**src/rtl/screen_scheduler.sv**
```systemverilog
// screen_scheduler
//   Decides which screen layer owns the display (menu, countdown, play,
//   result) and only switches layers on frame boundaries. Requests from
//   the keyboard decoder and game logic are latched between frames and
//   acted on at the next frame tick.
//
// Ports
//   pclk          pixel clock
//   rst           synchronous active-high reset
//   vsync_in      VGA vsync; a rising edge marks a frame boundary
//   start         one-cycle start request
//   abort         one-cycle abort request (ESC)
//   game_done     one-cycle "text completed" pulse
//   state_out     0 IDLE, 1 COUNTDOWN, 2 PLAY, 3 RESULT
//   countdown_val digit shown during COUNTDOWN, 0 otherwise
//   time_left     remaining play seconds
//   play_en       high only while in PLAY
//   frame_tick    one-cycle pulse per frame boundary
module screen_scheduler #(
    parameter int FPS            = 60,
    parameter int COUNT_FROM     = 3,
    parameter int PLAY_SECONDS   = 60,
    parameter int RESULT_SECONDS = 5
) (
    input  logic       pclk,
    input  logic       rst,
    input  logic       vsync_in,
    input  logic       start,
    input  logic       abort,
    input  logic       game_done,
    output logic [1:0] state_out,
    output logic [1:0] countdown_val,
    output logic [7:0] time_left,
    output logic       play_en,
    output logic       frame_tick
);

    typedef enum logic [1:0] {
        S_IDLE   = 2'd0,
        S_COUNT  = 2'd1,
        S_PLAY   = 2'd2,
        S_RESULT = 2'd3
    } state_t;

    localparam logic [7:0] FPS_LAST   = 8'(FPS - 1);
    localparam logic [7:0] RES_LAST   = 8'(RESULT_SECONDS - 1);
    localparam logic [1:0] DIGIT_INIT = 2'(COUNT_FROM);
    localparam logic [7:0] PLAY_INIT  = 8'(PLAY_SECONDS);

    state_t     state_q, state_d;
    logic [1:0] digit_d;
    logic [7:0] time_d;
    logic [7:0] fcnt_q, fcnt_d;
    logic [7:0] rsec_q, rsec_d;

    // Set once vsync has been seen low; a tick needs vsync high while armed.
    // Clearing it in reset means a vsync already high at release cannot tick.
    logic vsync_armed_q;
    logic start_pend_q, abort_pend_q, done_pend_q;
    logic tick, start_now, abort_now, done_now, second;

    assign tick      = vsync_in & vsync_armed_q;
    // A request arriving on the tick edge itself still counts for that tick.
    assign start_now = start_pend_q | start;
    assign abort_now = abort_pend_q | abort;
    assign done_now  = done_pend_q  | game_done;
    assign second    = (fcnt_q == FPS_LAST);
    assign state_out = state_q;

    always_comb begin
        state_d = state_q;
        digit_d = countdown_val;
        time_d  = time_left;
        rsec_d  = rsec_q;
        fcnt_d  = second ? 8'd0 : fcnt_q + 8'd1;

        if (abort_now && state_q != S_IDLE) begin
            state_d = S_IDLE;
            digit_d = 2'd0;
            time_d  = 8'd0;
        end else begin
            case (state_q)
                S_IDLE: begin
                    if (start_now) begin
                        state_d = S_COUNT;
                        digit_d = DIGIT_INIT;
                        time_d  = 8'd0;
                    end
                end
                S_COUNT: begin
                    if (second) begin
                        if (countdown_val == 2'd1) begin
                            state_d = S_PLAY;
                            digit_d = 2'd0;
                            time_d  = PLAY_INIT;
                        end else begin
                            digit_d = countdown_val - 2'd1;
                        end
                    end
                end
                S_PLAY: begin
                    // game_done wins over a coincident final second, so
                    // time_left freezes at its current (non-zero) value.
                    if (done_now) begin
                        state_d = S_RESULT;
                        rsec_d  = 8'd0;
                    end else if (second) begin
                        time_d = time_left - 8'd1;
                        if (time_left == 8'd1) begin
                            state_d = S_RESULT;
                            rsec_d  = 8'd0;
                        end
                    end
                end
                S_RESULT: begin
                    if (start_now) begin
                        state_d = S_COUNT;
                        digit_d = DIGIT_INIT;
                        time_d  = 8'd0;
                    end else if (second) begin
                        if (rsec_q == RES_LAST) begin
                            state_d = S_IDLE;
                            time_d  = 8'd0;
                        end else begin
                            rsec_d = rsec_q + 8'd1;
                        end
                    end
                end
                default: state_d = S_IDLE;
            endcase
        end

        // Every screen starts its seconds count from a fresh frame counter.
        if (state_d != state_q) begin
            fcnt_d = 8'd0;
        end
    end

    always_ff @(posedge pclk) begin
        if (rst) begin
            state_q       <= S_IDLE;
            countdown_val <= 2'd0;
            time_left     <= 8'd0;
            play_en       <= 1'b0;
            frame_tick    <= 1'b0;
            fcnt_q        <= 8'd0;
            rsec_q        <= 8'd0;
            vsync_armed_q <= 1'b0;
            start_pend_q  <= 1'b0;
            abort_pend_q  <= 1'b0;
            done_pend_q   <= 1'b0;
        end else begin
            vsync_armed_q <= ~vsync_in;
            frame_tick    <= tick;
            if (tick) begin
                state_q       <= state_d;
                countdown_val <= digit_d;
                time_left     <= time_d;
                play_en       <= (state_d == S_PLAY);
                fcnt_q        <= fcnt_d;
                rsec_q        <= rsec_d;
                start_pend_q  <= 1'b0;
                abort_pend_q  <= 1'b0;
                done_pend_q   <= 1'b0;
            end else begin
                start_pend_q  <= start_pend_q | start;
                abort_pend_q  <= abort_pend_q | abort;
                done_pend_q   <= done_pend_q  | game_done;
            end
        end
    end

endmodule

```
**config.mk**
```make
export PLATFORM = sky130hd
export DESIGN_NAME = screen_scheduler
export DESIGN_NICKNAME = d
export VERILOG_FILES = /design/src/rtl/screen_scheduler.sv
export SDC_FILE = /design/constraint.sdc
export NUM_CORES = 1
export LEC_CHECK = 0
export ABC_AREA = 1
export BUFFER_PORTS_ARGS = -buffer_cell sky130_fd_sc_hd__buf_2
export CAP_MARGIN = 10
export CORE_MARGIN = 4
export CORE_UTILIZATION = 61
export CTS_BUF_LIST = sky130_fd_sc_hd__clkbuf_2
export CTS_CLUSTER_DIAMETER = 200
export DETAILED_ROUTE_END_ITERATION = 10
export PLACE_DENSITY_LB_ADDON = 0.25
export SYNTH_ARGS = -nofsm -noshare
export SYNTH_HDL_FRONTEND = slang
export SYNTH_SLANG_ARGS = --single-unit
```
**constraint.sdc**
```tcl
create_clock -name pclk -period 2.2 [get_ports pclk]
set_clock_uncertainty 0.05 [all_clocks]
set_input_delay 0.11 -clock pclk [delete_from_list [all_inputs] [get_ports pclk]]
set_output_delay 0.11 -clock pclk [all_outputs]
set_load 0.05 [all_outputs]
```
==> results.json, run 1 <==
{
  "highest_layer": "met4",
  "crit_path_end_kind": "flip-flop",
  "tightest_slew_ns": 0.485,
  "place_hpwl_microns": 3590,
  "hold_end": "done_pend_q",
  "period_share_pct": 94.2,
  "r2r-start": "state_out[0]",
  "synth_nets": 339,
  "dieHeight_microns": 67.5,
  "tns_ns": 0,
  "cap_violations": 0,
  "crit_slowest_cell": "dfxtp_2",
  "core_area_sq_um": 3360,
  "n_fill_cell": 315,
  "clk_path_buf_depth": 2,
  "antenna_cells": 0,
  "min_path_type": "in2reg",
  "ir_worst_vdd_uv": 356,
  "r2r_end": "time_left[7]",
  "synthTopCellsByArea": "dfxtp_1 32%, nand2_1 14%, nor2_1 7.3%",
  "synth-seq-area-share_pct": 31.6,
  "r2r_slack_ns": 0.13,
  "dp_worst_setup_slack_ns": 0.179,
  "routabilityCongestion": 0.893,
  "synth-edff-count": 0,
  "synthArstFlopShare_pct": 0,
  "first_pass_iters": 6,
  "cts_tree": "built",
  "clkTransAtPathRegs_ns": 0.19,
  "timing.critical_path.slowest_cell_delay_ns": 0.44,
  "powerDensity_nw_per_um2": 508,
  "drtAntennaViolNets": 0,
  "nets": 372,
  "min_period_ns": 2.07,
  "numClockSinks": 34,
  "relSlewSlack_pct": 67.4,
  "overflow": 0,
  "total_power_w": 0.00124,
  "crit_fanout": 10,
  "clk_latency_ns": 0.41,
  "wl_microns": 4980,
  "wl_met1_microns": 2260,
  "placed_cell_area_sq_um": 2310,
  "ys.flop_type": "dfxtp_1",
  "fin_ws_ns": 0.128,
  "final_cells": 403,
  "hp-start": "game_done",
  "grt_pass1_wl_microns": 8290,
  "pin_count": 20,
  "initial_core_util_pct": 64.1,
  "max_freq_mhz": 483,
  "synth.ff_latch_count": 34,
  "die_area_sq_um": 4550,
  "initialDrtViolationCount": 120,
  "crit_required_ns": 2.52,
  "slew_violations": 0,
  "num_vias": 2133,
  "wire_per_inst_microns": 12.3,
  "viasPerCell": 5.29,
  "port_buffers": 19,
  "cp_common_cell": "inv_1",
  "drc": 0,
  "ys_types": 35,
  "grt.total_usage_pct": 24.0,
  "grt_max_degree": 16,
  "grt_pass1_vias": 1931,
  "arrival_ns": 2.39,
  "synth.cell_area_sq_um": 2160,
  "cts_htree_levels": 2,
  "met3WireLength_microns": 313,
  "holdPathStages": 4,
  "routed-wl-met2_microns": 2330,
  "root_buffer": "clkbuf_2",
  "placedCellCount": 388,
  "cts_made_buffers": 5,
  "stdcell_area_sq_um": 2450,
  "reg2reg_depth": 11,
  "setup_violations": 0,
  "critPathKind": "reg2reg",
  "cp_cell_sequence": "inv_1 > ha_1 > a21oi_4 > inv_1 > o211ai_1 > inv_2 > nor2_4 > nand2_4 > clkinv_4 > nand2_1 > a21oi_2",
  "fp.dieW_microns": 67.5,
  "status": "completed",
  "grt_antenna_before_repair": 0,
  "p_leak_nw": 1.05,
  "hold_viol_final": 0,
  "synth.top_cell.area_share_pct": 31.6,
  "ys.warnings.count": 0,
  "drive_above_1_share_pct": 18.2,
  "syn_area_per_cell_sq_um": 6.67,
  "rows": 21,
  "synth_top_area_cell": "dfxtp_1",
  "synth_cells": 323,
  "syn_to_final_growth_pct": 13.5,
  "start_kind": "flip-flop"
}
==> synthesized netlist by cell type (4+ instances only) <==
master   count
nor3_1      10
o21ai_0      7
xnor2_1      7
o21ai_1      8
a21oi_2      4
inv_1       37
nor2_1      42
a21oi_1     13
dfxtp_1     34
ha_1        10
nand3_1     25
nand2_2      5
o22ai_1      4
nor2_2       4
nand2_1     79
inv_2        5
==> worst max-delay path by stage <==
stage / startpoint / to / slack [ns]
4_1_cts: state_out[0] / time_left[7] / 0.15
5_1_grt: state_out[0] / time_left[2] / -0.01
3_3_place_gp: state_out[0] / time_left[2] / 0.27
3_5_place_dp: state_out[0] / time_left[7] / 0.18
6_report: state_out[0] / time_left[7] / 0.13
2_1_floorplan: state_out[0] / time_left[2] / 0.16
==> metrics by stage <==
stage          hold slack, ns  utilization, %
6_report               0.0282            72.8
4_1_cts                0.0251            72.2
3_3_place_gp            0.234            68.8
3_5_place_dp            0.236            68.8
2_1_floorplan           0.132               -
5_1_grt                0.0627            72.8
==> final cells by class <==
type	count	area, sq um	share of cell area, %
Multi-Input combinational cell	242	1290	52.7
Sequential cell	34	683	27.9
Timing Repair Buffer	29	183	7.46
Inverter	44	170	6.95
Tap cell	46	57.6	2.35
Clock inverter	3	40.0	1.64
Clock buffer	5	25.0	1.02
==> registers in the layout, summed over array words and instances, names as in the netlist <==
name	flops
vsync_armed_q	1
done_pend_q	1
time_left	8
abort_pend_q	1
start_pend_q	1
play_en	1
frame_tick	1
rsec_q	8
countdown_val	2
state_out	2
fcnt_q	8
==> timing repair <==
item	in CTS	in global routing
gates resized for setup	0	1
setup buffers	0	2
endpoints found under the setup margin	0	5
hold endpoints to repair	4	0
hold buffers	5	0
==> power breakdown <==
group	switching, W	leakage [nW]	internal [W]
logic	0.000127	0.728	0.0000580
clock network	0.000229	0.0427	0.000189
registers	0.0000113	0.277	0.000631
==> per-layer routing <==
metal,vias up,global-route usage (%)
li1,1106,-
met1,958,29.8
met2,60,40.2
met3,9,4.83
met4,0,10.1
met5,-,0
==> critical path, delay by kind of cell, from the launching register on <==
family | cells | cell delay, ns
AOI/OAI and AO/OA | 3 | 0.53
DFF | 1 | 0.44
adders and majority gates | 1 | 0.27
buffers and inverters | 4 | 0.44
and+or+nand+nor | 3 | 0.29
==> logic make-up (layout without fill, tap and decap cells) <==
group / after synthesis / count (layout) / share of synthesized area [%]
adder cells (fa/ha/maj): 10 / 10 / 5.80
XOR/XNOR: 9 / 9 / 3.66
AND/OR/NAND/NOR: 180 / 180 / 37.9
flip-flops: 34 / 34 / 31.6
AO/OA/AOI/OAI: 43 / 43 / 12.3
buffers and inverters: 47 / 81 / 8.76
==> layout by cell type, fill, tap and decap left out, types with 2 or more instances in the layout <==
master	n
nand2_1	79
nor2_1	42
inv_1	37
dfxtp_1	32
nand3_1	25
buf_2	19
a21oi_1	13
nor3_1	10
ha_1	9
o21ai_1	8
o21ai_0	7
xnor2_1	7
inv_2	5
nand2_2	5
clkbuf_2	5
dlygate4sd3_1	5
buf_4	5
nor2_2	4
o22ai_1	4
a21oi_2	4
nand2_4	3
nor4_1	3
a31oi_1	2
nor2_4	2
nand4_1	2
xor2_1	2
nor3b_1	2
clkinv_2	2
dfxtp_2	2
Note: power is estimated with default switching activity, not from simulation.
==> run 2, diff against run 1 <==
- PLACE_DENSITY: default -> 0.94
- PLACE_DENSITY_LB_ADDON: 0.25 -> default
- SKIP_CTS_REPAIR_TIMING: default -> 1
==> results.json, run 2 (synthesized netlist as in run 1, its figures left out) <==
{
  "numClockSinks": 34,
  "period_share_pct": 90.5,
  "fin_hold_ws_ns": 0.0383,
  "initialDrtViolationCount": 142,
  "antenna_cells": 0,
  "ir_worst_vdd_uv": 344,
  "slew_violations": 0,
  "nets": 372,
  "max_freq_mhz": 502,
  "crit_fanout": 11,
  "initial_core_util_pct": 64.1,
  "ff_latch_area_sq_um": 683,
  "cap_violations": 0,
  "fp.dieW_microns": 67.5,
  "crit_required_ns": 2.41,
  "wl_microns": 4910,
  "drc": 0,
  "final_cell_mix": "79 x nand2_1, 42 x nor2_1, 37 x inv_1, 32 x dfxtp_1, 25 x nand3_1",
  "clk_latency_ns": 0.38,
  "r2r_end": "rsec_q[2]",
  "rows": 21,
  "cp_common_cell": "inv_1",
  "syn_to_final_growth_pct": 13.1,
  "r2r_slack_ns": 0.21,
  "final_cells": 403,
  "grt.total_usage_pct": 23.4,
  "reg2reg_depth": 9,
  "reg_top3": "fcnt_q x8, rsec_q x8, time_left x8",
  "n_fill_cell": 290,
  "tns_ns": 0,
  "min_period_ns": 1.99,
  "wire_per_inst_microns": 12.2,
  "status": "completed",
  "first_pass_iters": 5,
  "r2r-start": "state_out[0]",
  "cts_htree_levels": 2,
  "crit_slowest_cell": "dfxtp_2",
  "start_kind": "flip-flop",
  "die_area_sq_um": 4550,
  "hp-start": "rst",
  "clkTransAtPathRegs_ns": 0.18,
  "grt_antenna_before_repair": 0,
  "timing.critical_path.slowest_cell_delay_ns": 0.39,
  "multi_input_area_sq_um": 1290,
  "setup_violations": 0,
  "num_vias": 2165,
  "critPathKind": "reg2reg",
  "cts_tree": "built",
  "viasPerCell": 5.37,
  "drive_above_1_share_pct": 18.8,
  "relSlewSlack_pct": 61.2,
  "p_leak_nw": 1.05,
  "rsz0062_at_grt": "no",
  "root_buffer": "clkbuf_2",
  "drtAntennaViolNets": 0,
  "routabilityCongestion": 0.876,
  "powerDensity_nw_per_um2": 503,
  "place_hpwl_microns": 3660,
  "clk_path_buf_depth": 2,
  "grt_pass1_wl_microns": 8230,
  "tightest_slew_ns": 0.578,
  "crit_path_end_kind": "flip-flop",
  "hold_end": "time_left[0]",
  "pin_count": 20,
  "hold_viol_final": 0,
  "grt_max_degree": 16,
  "holdPathStages": 2,
  "dieHeight_microns": 67.5,
  "overflow": 0,
  "grt_pass1_vias": 1992,
  "min_path_type": "in2reg",
  "placedCellCount": 389,
  "core_area_sq_um": 3360,
  "cts_made_buffers": 5,
  "cp_cell_sequence": "inv_1 > ha_1 > a21oi_4 > a211oi_1 > nand3_2 > inv_1 > nand3_1 > nand2_1 > nor2_1",
  "port_buffers": 19,
  "arrival_ns": 2.20,
  "final_common_cell": "nand2_1"
}
-- run 2: cell types whose count changed in the layout (fill, tap and decap cells not counted) --
cell,delta
buf_4,+3
dlygate4sd3_1,-3
ha_1,+1
ha_2,-1
-- run 2: per-stage QoR --
stage / setup WS, ns / instance area, sq um / power (W) / utilization (%)
floorplan: 0.163 / 2160 / 0.000788 / -
global placement: 0.261 / 2320 / 0.000828 / 69.0
detailed placement: 0.196 / 2320 / 0.000833 / 69.0
CTS: 0.158 / 2390 / 0.00123 / 71.0
global route: 0.0308 / 2440 / 0.00128 / 72.5
finish: 0.209 / 2440 / 0.00123 / 72.5
-- run 2: area by class of cell --
type | count | share of cell area (%)
Multi-Input combinational cell | 242 | 52.8
Clock buffer | 5 | 1.03
Sequential cell | 34 | 28.0
Timing Repair Buffer | 29 | 7.19
Tap cell | 46 | 2.36
Inverter | 44 | 6.98
Clock inverter | 3 | 1.64
-- run 2: power breakdown --
part | switching (W) | internal (W)
combinational | 0.000130 | 0.0000555
sequential | 0.0000111 | 0.000631
clock | 0.000211 | 0.000189
total | 0.000352 | 0.000875
-- run 2: worst max-delay path by stage --
| stage | cells after the start | slack, ns | from | endpoint |
|---|---|---|---|---|
| 6_report | 9 | 0.21 | state_out[0] | rsec_q[2] |
| 5_1_grt | 9 | 0.03 | state_out[1] | rsec_q[2] |
| 4_1_cts | 11 | 0.16 | state_out[0] | time_left[7] |
| 3_5_place_dp | 12 | 0.20 | state_out[0] | time_left[2] |
| 3_3_place_gp | 11 | 0.26 | state_out[0] | time_left[7] |
| 2_1_floorplan | 12 | 0.16 | state_out[0] | time_left[2] |
-- run 2: worst max-delay path, delay by kind of cell (launching register included) --
family / cells / cell delay (ns)
buf+inv: 2 / 0.39
compound gates: 2 / 0.30
flops: 1 / 0.39
simple gates: 4 / 0.47
fa+ha+maj: 1 / 0.27
-- run 2: routing by layer --
| metal | GRT usage [%] | up-vias | routed length (microns) |
|---|---|---|---|
| li1 | - | 1105 | - |
| met3 | 5.66 | 14 | 278 |
| met4 | 10.1 | 0 | 119 |
| met5 | 0 | - | 0 |
| met1 | 27.6 | 979 | 2090 |
| met2 | 40.1 | 67 | 2420 |
